**src/rtl/fifo_rd_packer_if.sv**
```systemverilog
`default_nettype none
// ============================================================================
// Module      : fifo_rd_packer_if
// Description : FIFO read port plus packed valid/ready output stream.
//               The master modport is the packer; the slave modport is the
//               surrounding FIFO and downstream consumer.
// Revision    : 1.0 - initial release
// ============================================================================
interface fifo_rd_packer_if #(
    parameter int DATA_WIDTH = 8,
    parameter int PACK_RATIO = 4
);
    // FIFO read side (first-word-fall-through)
    logic                             empty;
    logic [DATA_WIDTH-1:0]            rd_data;
    logic                             r_inc;

    // Packed output stream
    logic [DATA_WIDTH*PACK_RATIO-1:0] out_data;
    logic [PACK_RATIO-1:0]            out_keep;
    logic                             out_valid;
    logic                             out_ready;

    modport master (
        input  empty,
        input  rd_data,
        output r_inc,
        output out_data,
        output out_keep,
        output out_valid,
        input  out_ready
    );

    modport slave (
        output empty,
        output rd_data,
        input  r_inc,
        input  out_data,
        input  out_keep,
        input  out_valid,
        output out_ready
    );
endinterface
`default_nettype wire

```
**src/rtl/fifo_rd_packer.sv**
```systemverilog
`default_nettype none
// ============================================================================
// Module      : fifo_rd_packer
// Description : Pops PACK_RATIO FIFO words and packs them little-endian into
//               one wide beat behind a single valid/ready output register.
//               Define FIFO_RD_PACKER_TIMEOUT_EN to flush partial beats after
//               TIMEOUT idle cycles.
// Revision    : 1.0 - initial release
// ============================================================================
module fifo_rd_packer #(
    parameter int DATA_WIDTH = 8,
    parameter int PACK_RATIO = 4,
    parameter int TIMEOUT    = 16
) (
    input  wire logic         clk,
    input  wire logic         rst,
    fifo_rd_packer_if.master  bus
);

    localparam int C_CNT_W = $clog2(PACK_RATIO);
    localparam int C_ACC_W = DATA_WIDTH * (PACK_RATIO - 1);
    localparam int C_OUT_W = DATA_WIDTH * PACK_RATIO;
    localparam logic [C_CNT_W-1:0] C_LAST = C_CNT_W'(PACK_RATIO - 1);

    if (PACK_RATIO < 2 || TIMEOUT < 1) begin : g_bad_cfg
        $error("fifo_rd_packer: PACK_RATIO must be >= 2 and TIMEOUT >= 1");
    end

    logic [C_CNT_W-1:0]    r_cnt;
    logic [C_ACC_W-1:0]    r_acc;
    logic [C_OUT_W-1:0]    r_out_data;
    logic [PACK_RATIO-1:0] r_out_keep;
    logic                  r_out_valid;

    logic                  w_out_free;
    logic                  w_last;
    logic                  w_pop;
    logic                  w_load_full;
    logic                  w_flush;
    logic [PACK_RATIO-1:0] w_part_keep;

    assign w_out_free  = !r_out_valid || bus.out_ready;
    assign w_last      = (r_cnt == C_LAST);
    // Lane-fill pops may proceed under stall; only the completing pop needs room.
    assign w_pop       = !rst && !bus.empty && (!w_last || w_out_free);
    assign w_load_full = w_pop && w_last;

`ifdef FIFO_RD_PACKER_TIMEOUT_EN
    localparam int C_IDLE_W = $clog2(TIMEOUT + 1);
    localparam logic [C_IDLE_W-1:0] C_TIMEOUT = C_IDLE_W'(TIMEOUT);

    logic [C_IDLE_W-1:0] r_idle;

    // A coinciding pop always wins over the flush.
    assign w_flush = (r_cnt != '0) && !w_pop && (r_idle >= C_TIMEOUT) && w_out_free;

    always_comb begin
        w_part_keep = '0;
        for (int i = 0; i < PACK_RATIO; i++) begin
            w_part_keep[i] = (C_CNT_W'(i) < r_cnt);
        end
    end

    // Saturates at TIMEOUT so a flush blocked by backpressure stays pending.
    always_ff @(posedge clk) begin
        if (rst) begin
            r_idle <= '0;
        end else if (w_pop || w_flush) begin
            r_idle <= '0;
        end else if ((r_cnt != '0) && (r_idle < C_TIMEOUT)) begin
            r_idle <= r_idle + 1'b1;
        end
    end
`else
    assign w_flush     = 1'b0;
    assign w_part_keep = '0;
`endif

    // Lane counter and accumulator; unfilled lanes are always zero.
    always_ff @(posedge clk) begin
        if (rst) begin
            r_cnt <= '0;
            r_acc <= '0;
        end else if (w_pop) begin
            if (w_last) begin
                r_cnt <= '0;
                r_acc <= '0;
            end else begin
                r_cnt <= r_cnt + 1'b1;
                for (int i = 0; i < PACK_RATIO - 1; i++) begin
                    if (r_cnt == C_CNT_W'(i)) begin
                        r_acc[i*DATA_WIDTH +: DATA_WIDTH] <= bus.rd_data;
                    end
                end
            end
        end else if (w_flush) begin
            r_cnt <= '0;
            r_acc <= '0;
        end
    end

    // A new load in the accept cycle replaces the old beat without a bubble.
    always_ff @(posedge clk) begin
        if (rst) begin
            r_out_data  <= '0;
            r_out_keep  <= '0;
            r_out_valid <= 1'b0;
        end else if (w_load_full) begin
            r_out_data  <= {bus.rd_data, r_acc};
            r_out_keep  <= '1;
            r_out_valid <= 1'b1;
        end else if (w_flush) begin
            r_out_data  <= {{DATA_WIDTH{1'b0}}, r_acc};
            r_out_keep  <= w_part_keep;
            r_out_valid <= 1'b1;
        end else if (r_out_valid && bus.out_ready) begin
            r_out_valid <= 1'b0;
        end
    end

    assign bus.r_inc     = w_pop;
    assign bus.out_data  = r_out_data;
    assign bus.out_keep  = r_out_keep;
    assign bus.out_valid = r_out_valid;

endmodule
`default_nettype wire

```
**src/flat_wrapper.sv**
```systemverilog
// flat-port wrapper written by rule: the top's interface ports become plain ports
module fifo_rd_packer_flat 
#(
    parameter int DATA_WIDTH = 8,
    parameter int PACK_RATIO = 4,
    parameter int TIMEOUT    = 16
)
  (clk, rst, bus_empty, bus_rd_data, bus_r_inc, bus_out_data, bus_out_keep, bus_out_valid, bus_out_ready);
  fifo_rd_packer_if #(.DATA_WIDTH(DATA_WIDTH), .PACK_RATIO(PACK_RATIO)) bus_i ();
  input  wire logic clk;
  input  wire logic rst;
  input wire logic [$bits(bus_i.empty)-1:0] bus_empty;
  input wire logic [$bits(bus_i.rd_data)-1:0] bus_rd_data;
  output wire logic [$bits(bus_i.r_inc)-1:0] bus_r_inc;
  output wire logic [$bits(bus_i.out_data)-1:0] bus_out_data;
  output wire logic [$bits(bus_i.out_keep)-1:0] bus_out_keep;
  output wire logic [$bits(bus_i.out_valid)-1:0] bus_out_valid;
  input wire logic [$bits(bus_i.out_ready)-1:0] bus_out_ready;
  assign bus_i.empty = bus_empty;
  assign bus_i.rd_data = bus_rd_data;
  assign bus_r_inc = bus_i.r_inc;
  assign bus_out_data = bus_i.out_data;
  assign bus_out_keep = bus_i.out_keep;
  assign bus_out_valid = bus_i.out_valid;
  assign bus_i.out_ready = bus_out_ready;
  fifo_rd_packer #(.DATA_WIDTH(DATA_WIDTH), .PACK_RATIO(PACK_RATIO), .TIMEOUT(TIMEOUT)) u_core (.clk(clk), .rst(rst), .bus(bus_i));
endmodule
```
**config.mk**
```make
export PLATFORM = sky130hd
export DESIGN_NAME = fifo_rd_packer_flat
export DESIGN_NICKNAME = d
export VERILOG_FILES = /design/src/rtl/fifo_rd_packer_if.sv /design/src/rtl/fifo_rd_packer.sv /design/src/flat_wrapper.sv
export SDC_FILE = /design/constraint.sdc
export NUM_CORES = 1
export LEC_CHECK = 0
export BUFFER_PORTS_ARGS = -buffer_cell sky130_fd_sc_hd__buf_2
export CORE_UTILIZATION = 25
export DETAILED_ROUTE_END_ITERATION = 6
export PLACE_DENSITY_LB_ADDON = 0.2
export SETUP_SLACK_MARGIN = 0.4
export SLEW_MARGIN = 0
export SYNTH_ARGS = -nofsm -noshare
export SYNTH_HDL_FRONTEND = slang
export SYNTH_SLANG_ARGS = --single-unit
```
**constraint.sdc**
```tcl
create_clock -name clk -period 1.6 [get_ports clk]
set_input_delay 0.08 -clock clk [delete_from_list [all_inputs] [get_ports clk]]
set_output_delay 0.08 -clock clk [all_outputs]
set_load 0.005 [all_outputs]
```
==> qor.yml <==
synth_top_cell_by_area: "dfxtp_1"
grt_usage_pct: 11.4
tns_ps: 0
drcViolationCount: 2
grt_pass1_wl_um: 8200
cts_root_buffer: "clkbuf_8"
final_nets: 292
cap_violations: 0
gr-total-overflow: 0
path_buf_inv: 1
cts_buffers: 9
tightest_slew_ps: 516
timing.final.ws_setup_ps: 258
cp-start-kind: "register"
syn_area_mm2: 0.00230
layout_min_cycle_time_ps: 1340
drive_gt1_share_pct: 31.6
slew_viol_final: 0
finClkSkew_ps: 5.35
syn_to_final_growth_pct: 30.9
synth_fp_nets: 232
rsz0062_at_grt: "true"
die_area_mm2: 0.00958
arrival_ps: 1570
clock_latency_ps: 330
min_path_type: "in -> reg"
clockBufferDepth: 2
fp.dieH_um: 97.9
dp_slack_ps: 97.8
cp-end-kind: "register"
worstPathRequired_ps: 1820
async_flop_share_pct: 0
critical_path_class: "reg -> reg"
core-area_mm2: 0.00881
firstDrtPassIters: 7
synth-edff-count: 0
stdcell_count: 390
synth_top_area_share_pct: 52.3
ioPinCount: 50
start_util_pct: 26.1
drt_iter0_markers: 32
place_congestion: 0.711
fp.dieW_um: 97.9
syn_inst: 217
via_per_inst: 4.23
fin_util_pct: 34.1
drt_wl_total_um: 5140
fmaxAchievable_mhz: 745
ant_nets: 0
cp_top_family: "flip-flops"
wl_per_cell_um: 13.2
vias: 1650
dp_hpwl_um: 3440
diodes: 0
cts_sinks: 60
violations: "design-rule violations"
clkSlewWorstSetupHoldPaths_ps: 60
synthTopCellsByArea: "dfxtp_1, mux2i_1, nand2_1"
worstPathCellList: "ha_4 > nor3b_4 > nand2_4 > buf_12 > a31o_1"
outcome: "complete, but fails checks"
grt_antenna_before_repair: 0
yosysUniqueCellTypes: 23
yosysSeqAreaShare_pct: 52.3
post-place-cells: 367
powerDensity_mw_per_mm2: 1040
synth_seq_cells: 60
maxSlewHeadroom_pct: 65.5
setup_viol: 0
grt_max_degree: 58
first_global_vias: 1625
hold_viol_final: 0
slowest_stage: "dfxtp_4"
timing.hold.ws_ps: 28.6
ys.flop_type: "dfxtp_1"
ctsHtreeMaxLevel: 3
row_count: 34
leakagePower_nw: 1.62
port_buffers: 49
syn_area_per_cell_um2: 10.6
cts_tree: "done"
worst-path-max-fanout: 14
ys_warn_count: 0
ir_worst_vdd_mv: 0.393
critPathMaxStageDelay_ps: 370
min_period_over_period_pct: 83.9
[cells by family (layout without fill, tap and decap cells)]
| group | count (synthesis) | after routing | synth area share [%] |
|---|---|---|---|
| AND/OR/NAND/NOR | 74 | 74 | 15.3 |
| flip-flops | 60 | 60 | 52.3 |
| multiplexers | 48 | 48 | 20.9 |
| buffers and inverters | 18 | 83 | 4.57 |
| AO/OA/AOI/OAI | 14 | 14 | 5.34 |
| adder cells (fa/ha/maj) | 3 | 3 | 1.63 |
[cell usage after synthesis (2+ instances only)]
cell type and n:
nor2_1 3, ha_1 3, buf_2 3, a31o_2 3
dfxtp_1 60, o211ai_2 2, nand2_1 49, nand2b_1 9
buf_6 3, a31o_1 5, inv_1 3, and3_1 8
buf_4 3, mux2i_1 48, a21oi_1 2, clkbuf_1 6
[path summary, 6_finish.rpt]
path | from | end | slack [ps] | cells after the start
worst max-delay path | u_core.r_cnt[1] | u_core.bus.out_data[27] | 260 | 5
worst min-delay path | rst | u_core.bus.out_keep[0] | 30 | 2
worst max register to register | u_core.r_cnt[1] | u_core.bus.out_data[27] | 260 | 5
worst min register to register | u_core.bus.out_data[12] | u_core.bus.out_data[12] | 450 | 2
[sequential cells by signal, summed over array words and instances (netlist names)]
name and flops:
u_core.r_acc 24, u_core.bus.out_data 32, u_core.bus.out_valid 1, u_core.bus.out_keep 1
u_core.r_cnt 2
[report_power, final]
part	total, mW	switching (mW)	internal [mW]
logic	0.224	0.122	0.102
registers	1.56	0.0160	1.54
clock network	1.34	0.536	0.808
total	3.12	0.674	2.45
[what timing repair did]
item                                    4_1_cts  5_1_grt
setup buffers                                 6        1
endpoints found under the setup margin       61       59
hold buffers                                  0        0
resized for setup                            11        6
pin swaps                                     4        3
[layout make-up]
class                      count  area [um2]
multi-input combinational    139        1020
tap                          108         135
clock inverter                 1        30.0
sequential                    60        1210
timing repair buffer          64         433
fill                         917        5800
inverter                       3        11.3
clock buffer                  15         166
[cells in the final DEF (no fill, tap or decap), types with 4 or more instances in the layout]
cell / count
clkbuf_1: 4
mux2i_1: 48
a31o_1: 5
nand2_1: 49
buf_12: 4
and3_1: 8
buf_6: 6
clkbuf_8: 11
dfxtp_1: 58
buf_4: 6
nand2b_1: 9
buf_2: 48
[through the flow]
| step | instance area, um2 | total power, mW |
|---|---|---|
| final | 3010 | 3.12 |
| after global routing | 3010 | 3.28 |
| after CTS | 2970 | 3.18 |
| after detailed placement | 2680 | 1.79 |
| after global placement | 2680 | 1.79 |
| after floorplan | 2330 | 1.72 |
[per-layer routing]
layer / share of wire (%) / GRT usage, % / vias to the layer above
li1: - / - / 861
met1: 50 / 15.0 / 742
met2: 44 / 16.6 / 41
met3: 5.2 / 5.15 / 6
met4: 0.84 / 3.50 / 0
met5: 0 / 0 / -
Power figures use the tool's default switching activity.
